**config.mk**
```make
export PLATFORM = sky130hd
export DESIGN_NAME = reg_write_arbiter
export DESIGN_NICKNAME = d
export VERILOG_FILES = /design/src/rtl/reg_write_arbiter.sv
export SDC_FILE = /design/constraint.sdc
export NUM_CORES = 1
export LEC_CHECK = 0
export BUFFER_PORTS_ARGS = -buffer_cell sky130_fd_sc_hd__buf_2
export CAP_MARGIN = 10
export CORE_MARGIN = 2
export CORE_UTILIZATION = 45
export CTS_BUF_LIST = sky130_fd_sc_hd__clkbuf_16
export CTS_CLUSTER_SIZE = 25
export DETAILED_ROUTE_END_ITERATION = 8
export PLACE_DENSITY = 0.75
export SYNTH_ARGS = -nofsm -noshare
export SYNTH_HDL_FRONTEND = slang
export SYNTH_SLANG_ARGS = --single-unit
```
**constraint.sdc**
```tcl
create_clock -name clock -period 3.46 [get_ports clock]
set_clock_uncertainty 0.2 [all_clocks]
set_input_delay 0.692 -clock clock [delete_from_list [all_inputs] [get_ports clock]]
set_output_delay 0.692 -clock clock [all_outputs]
set_load 0.02 [all_outputs]
```
**src/rtl/reg_write_arbiter.sv**
```systemverilog
// reg_write_arbiter
//   Round-robin arbiter that owns the load/clear/data inputs of a single
//   WIDTH-bit register shared by NUM_REQ requesters. Each transaction runs
//   IDLE -> WRITE -> ACK -> IDLE: requests are sampled in IDLE, the register
//   strobe is driven for the single WRITE cycle, and the winner receives a
//   one-cycle ack in ACK. sys_clear beats every requester and performs an
//   ownerless clear (no gnt, no ack, pointer untouched).
//
// Build option:
//   REG_ARB_FIXED_PRIORITY_EN - when defined, the lowest-index active req
//   always wins and the round-robin pointer is held at 0.
//
// Ports:
//   clock     in   rising-edge system clock
//   reset     in   synchronous active-high reset
//   req       in   [NUM_REQ]       per-requester request level
//   clr_req   in   [NUM_REQ]       per-requester op (1 = clear, 0 = load)
//   req_data  in   [NUM_REQ*WIDTH] per-requester data, slice i at [i*WIDTH +: WIDTH]
//   sys_clear in   global clear, highest priority
//   reg_load  out  register load strobe
//   reg_clear out  register clear strobe
//   reg_data  out  [WIDTH] register data
//   gnt       out  [NUM_REQ] one-hot grant, high during WRITE
//   ack       out  [NUM_REQ] one-hot completion pulse, high during ACK
//   busy      out  high in every state except IDLE
module reg_write_arbiter #(
  parameter int unsigned NUM_REQ = 4,
  parameter int unsigned WIDTH   = 5,
  parameter int unsigned PTR_W   = 2
) (
  input  logic                     clock,
  input  logic                     reset,
  input  logic [NUM_REQ-1:0]       req,
  input  logic [NUM_REQ-1:0]       clr_req,
  input  logic [NUM_REQ*WIDTH-1:0] req_data,
  input  logic                     sys_clear,
  output logic                     reg_load,
  output logic                     reg_clear,
  output logic [WIDTH-1:0]         reg_data,
  output logic [NUM_REQ-1:0]       gnt,
  output logic [NUM_REQ-1:0]       ack,
  output logic                     busy
);

  typedef enum logic [1:0] {
    S_IDLE  = 2'd0,
    S_WRITE = 2'd1,
    S_ACK   = 2'd2
  } state_e;

  state_e             state_q, state_d;
  logic [PTR_W-1:0]   ptr_q, ptr_d;
  logic [PTR_W-1:0]   win_q, win_d;
  logic               op_clr_q, op_clr_d;
  logic               sys_q, sys_d;
  logic [WIDTH-1:0]   data_q, data_d;

  logic               load_q, load_d;
  logic               clear_q, clear_d;
  logic [WIDTH-1:0]   rdata_q, rdata_d;
  logic [NUM_REQ-1:0] gnt_q, gnt_d;
  logic [NUM_REQ-1:0] ack_q, ack_d;
  logic               busy_q, busy_d;

  logic               found;
  logic [PTR_W-1:0]   win_idx;
  int unsigned        cand;
  logic               sel_clr;
  logic [WIDTH-1:0]   sel_data;

  // Winner search starting at ptr_q and wrapping modulo NUM_REQ. In the
  // fixed-priority build ptr_q is pinned to 0, so the same search yields
  // the lowest active index.
  always_comb begin
    found   = 1'b0;
    win_idx = '0;
    cand    = 0;
    for (int unsigned i = 0; i < NUM_REQ; i++) begin
      cand = 32'(ptr_q) + i;
      if (cand >= NUM_REQ) begin
        cand = cand - NUM_REQ;
      end
      if (!found && req[cand[PTR_W-1:0]]) begin
        found   = 1'b1;
        win_idx = cand[PTR_W-1:0];
      end
    end
  end

  always_comb begin
    sel_clr  = 1'b0;
    sel_data = '0;
    for (int unsigned i = 0; i < NUM_REQ; i++) begin
      if (win_idx == PTR_W'(i)) begin
        sel_clr  = clr_req[i];
        sel_data = req_data[i*WIDTH +: WIDTH];
      end
    end
  end

  // State register (outputs registered alongside the FSM state)
  always_ff @(posedge clock) begin
    if (reset) begin
      state_q  <= S_IDLE;
      ptr_q    <= '0;
      win_q    <= '0;
      op_clr_q <= 1'b0;
      sys_q    <= 1'b0;
      data_q   <= '0;
      load_q   <= 1'b0;
      clear_q  <= 1'b0;
      rdata_q  <= '0;
      gnt_q    <= '0;
      ack_q    <= '0;
      busy_q   <= 1'b0;
    end else begin
      state_q  <= state_d;
      ptr_q    <= ptr_d;
      win_q    <= win_d;
      op_clr_q <= op_clr_d;
      sys_q    <= sys_d;
      data_q   <= data_d;
      load_q   <= load_d;
      clear_q  <= clear_d;
      rdata_q  <= rdata_d;
      gnt_q    <= gnt_d;
      ack_q    <= ack_d;
      busy_q   <= busy_d;
    end
  end

  // Next-state and transaction latch
  always_comb begin
    state_d  = state_q;
    ptr_d    = ptr_q;
    win_d    = win_q;
    op_clr_d = op_clr_q;
    sys_d    = sys_q;
    data_d   = data_q;
    unique case (state_q)
      S_IDLE: begin
        if (sys_clear) begin
          sys_d    = 1'b1;
          op_clr_d = 1'b1;
          win_d    = '0;
          data_d   = '0;
          state_d  = S_WRITE;
        end else if (found) begin
          sys_d    = 1'b0;
          op_clr_d = sel_clr;
          win_d    = win_idx;
          data_d   = sel_data;
          state_d  = S_WRITE;
        end
      end
      S_WRITE: begin
        state_d = S_ACK;
      end
      S_ACK: begin
        state_d = S_IDLE;
`ifdef REG_ARB_FIXED_PRIORITY_EN
        ptr_d = '0;
`else
        if (!sys_q) begin
          ptr_d = (win_q == PTR_W'(NUM_REQ - 1)) ? '0 : win_q + 1'b1;
        end
`endif
      end
      default: begin
        state_d = S_IDLE;
      end
    endcase
  end

  // Output decode from the upcoming state so every output comes out of a flop
  always_comb begin
    load_d  = 1'b0;
    clear_d = 1'b0;
    rdata_d = '0;
    gnt_d   = '0;
    ack_d   = '0;
    busy_d  = 1'b0;
    unique case (state_d)
      S_WRITE: begin
        busy_d = 1'b1;
        if (op_clr_d) begin
          clear_d = 1'b1;
        end else begin
          load_d  = 1'b1;
          rdata_d = data_d;
        end
        if (!sys_d) begin
          gnt_d = NUM_REQ'(1) << win_d;
        end
      end
      S_ACK: begin
        busy_d = 1'b1;
        if (!sys_d) begin
          ack_d = NUM_REQ'(1) << win_d;
        end
      end
      default: begin
        busy_d = 1'b0;
      end
    endcase
  end

  assign reg_load  = load_q;
  assign reg_clear = clear_q;
  assign reg_data  = rdata_q;
  assign gnt       = gnt_q;
  assign ack       = ack_q;
  assign busy      = busy_q;

endmodule

```
==> flow_metrics.py <==
metrics = {
    "clock_network": {
        "cts_buffer_depth": 2,
        "cts_setup_buffers": 0,
        "cts_hold_buf": 0,
        "clock_latency_ns": 0.25,
        "cts_tree": "done",
        "htree_levels": 1,
        "cts_resized": 0,
        "root_buffer": "clkbuf_16",
        "cts_sinks": 24,
        "clk_pin_slew_worst_paths_ns": 0.06,
        "cts_buffers": 3,
    },
    "drt": {
        "drtPass1Iterations": 4,
        "wire_per_inst_um": 13.7,
        "routed-via-count": 1198,
        "drc": 0,
        "routed_wl_mm": 2.93,
        "drtIter0Drc": 19,
        "ant_nets": 0,
        "via_per_inst": 5.60,
    },
    "yosys": {
        "yosysMostFrequentCell": "nor2_1",
        "ys.flop_type": "dfxtp_1",
        "netlist_top_cells_area": "dfxtp_1 (38%), nor2_1 (7.3%), a41oi_1 (3.4%), o21ai_0 (3.1%), nand2_1 (2.6%)",
        "yosysTopAreaCell": "dfxtp_1",
        "synth-seq-cells": 24,
        "post_synth_num_cell_types": 48,
        "syn_area_mm2": 0.00128,
        "synthCells": 139,
        "postSynthAreaPerCell_um2": 9.21,
        "synth_edf_count": 0,
        "yosys_warnings": 0,
        "synth_top_area_frac": 0.375,
        "synth_fp_nets": 171,
        "synthTopCellsByCount": "nor2_1 (25), dfxtp_1 (24), nand2_1 (9), o21ai_0 (8)",
        "yosysSeqAreaShare": 0.375,
        "async_flop_share": 0,
    },
    "sta": {
        "max_freq_mhz": 412,
        "period_share": 0.701,
        "tightest_slew_ns": 0.771,
        "setup_violations": 0,
        "hold_viol_final": 0,
        "relSlewSlack": 0.473,
        "period_minus_slack_ns": 2.43,
        "slew_violations": 0,
        "finalWorstSetupSlack_ns": 1.03,
        "setup_tns_ns": 0,
        "rsz0062_at_grt": "no",
    },
    "floorplan": {
        "rows": 19,
        "die_area_mm2": 0.00329,
        "die_h_um": 57.3,
        "ioPinCount": 47,
        "die_w_um": 57.3,
        "start_util": 0.468,
        "core-area_mm2": 0.00273,
    },
    "worst_hold_path": {
        "hold_path.class": "reg -> reg",
    },
    "power": {
        "clkPwrFrac": 0.345,
        "power.switching_uw": 195,
        "combPwrFrac": 0.229,
        "power.density_mw_per_mm2": 447,
        "power.internal_uw": 516,
        "sw_frac_of_total": 0.274,
        "ir_drop_mv": 0.511,
        "pwr-share-seq": 0.426,
        "leakage_uw": 0.000719,
    },
    "worst_setup_path": {
        "crit_fanout": 13,
        "cp.required_ns": 3.45,
        "crit_path_max_incr_delay_ns": 0.49,
        "cp_slowest_cell": "a211o_1",
        "path_cells": "buf_2, inv_1, a21o_1, a211o_1, a2111oi_4, o21ai_2, nor2_1",
        "arrival_ns": 2.42,
        "crit_path_end_kind": "flop",
        "crit_buf_inv": 2,
        "critPathKind": "in -> reg",
        "crit_family": "compound AO/OA/AOI/OAI gates",
        "start_kind": "primary input",
    },
    "placement": {
        "placed_cells_incl_taps": 210,
        "io_buffers": 46,
        "dp_hpwl_mm": 2.30,
        "place.gp.congestion": 0.879,
        "dp_slack_ns": 0.766,
        "placement.cell_area_mm2": 0.00151,
    },
    "cells_and_area": {
        "design_area_mm2": 0.00159,
        "syn2layout_area_growth_pct": 24.2,
        "diodes": 0,
        "fin_cells": 214,
        "drive_above_1_share": 0.388,
        "nets": 216,
    },
    "grt": {
        "grt_pass1_vias": 1222,
        "antenna_found_initial": 0,
        "track_usage": 0.186,
        "grt_pass1_wl_mm": 4.83,
        "gr-total-overflow": 0,
        "grt_max_degree": 18,
    },
    "flow_run": {
        "drv_cap": 0,
    },
    "outcome": {
        "status": "finished, final reports clean",
    },
}
[sequential cells by signal, summed over array words and instances (netlist names)]
register,flops
ptr_q,2
reg_load,1
reg_data,5
state_q,2
ack,4
gnt,4
win_q,2
op_clr_q,1
busy,1
reg_clear,1
sys_q,1
[kinds of logic (layout without fill, tap and decap cells)]
kind of cell	after synthesis	count (layout)	synth area share
mux	8	8	0.0733
buf+inv	11	55	0.0469
simple gates	58	58	0.252
compound gates	37	37	0.242
flops	24	24	0.375
fa+ha+maj	1	1	0.00977
[routing by layer]
layer	vias up	track usage	wire [µm]
met2	39	0.358	1530
li1	597	-	-
met5	-	0	0
met1	554	0.189	1180
met4	0	0.0731	71
met3	8	0.0476	157
[cell usage in the layout (no fill, tap or decap), types with 2 or more instances in the layout]
cell,n
clkbuf_16,3
buf_2,46
nor4_1,2
nor2_1,25
inv_1,4
o21bai_1,2
a221oi_1,2
a221oi_2,2
nor3b_1,2
nand2b_1,3
a41oi_1,5
mux2_2,3
mux2_4,2
a21oi_1,4
mux2i_1,3
nand2_1,9
dfxtp_1,24
o21ai_0,8
nor3_1,5
[stage by stage]
step / power, µW / hold WS, ns / utilization
floorplan: 424 / 0.250 / -
global placement: 467 / 0.265 / 0.553
detailed placement: 471 / 0.266 / 0.553
CTS: 716 / 0.275 / 0.582
global route: 743 / 0.319 / 0.582
finish: 711 / 0.278 / 0.582
[layout make-up]
type / count / area [µm²]
clock inverters: 1 / 3.75
fillers: 254 / 1140
well taps: 31 / 38.8
multi-input cells: 104 / 739
flip-flops and latches: 24 / 480
repair buffers: 47 / 238
inverters: 4 / 15.0
clock buffers: 3 / 75.1
[path summary, 6_finish.rpt]
kind | startpoint | to | slack, ns | depth (start not counted)
max reg2reg | ptr_q[0]$_SDFFE_PP0P_ | reg_data[1]$_SDFF_PP0_ | 1.24 | 6
min | sys_q$_SDFF_PP0_ | sys_q$_SDFF_PP0_ | 0.28 | 2
max | req[3] | reg_data[1]$_SDFF_PP0_ | 1.03 | 7
min reg2reg | sys_q$_SDFF_PP0_ | sys_q$_SDFF_PP0_ | 0.28 | 2
[worst register-to-register path, cell delays in order (launching register included)]
cell and delay [ns]:
dfxtp_1 0.41, nand2b_1 0.19, a21oi_1 0.10, a211o_1 0.48
a2111oi_4 0.49, o21ai_2 0.15, nor2_1 0.13
[power by group through the flow]
stage	clock, µW	combinational [µW]	sequential, µW
floorplan	0	100	323
global placement	0	159	308
detailed placement	0	162	309
CTS	250	163	303
global route	260	178	305
finish	245	163	303
Note: power is estimated with default switching activity, not from simulation.
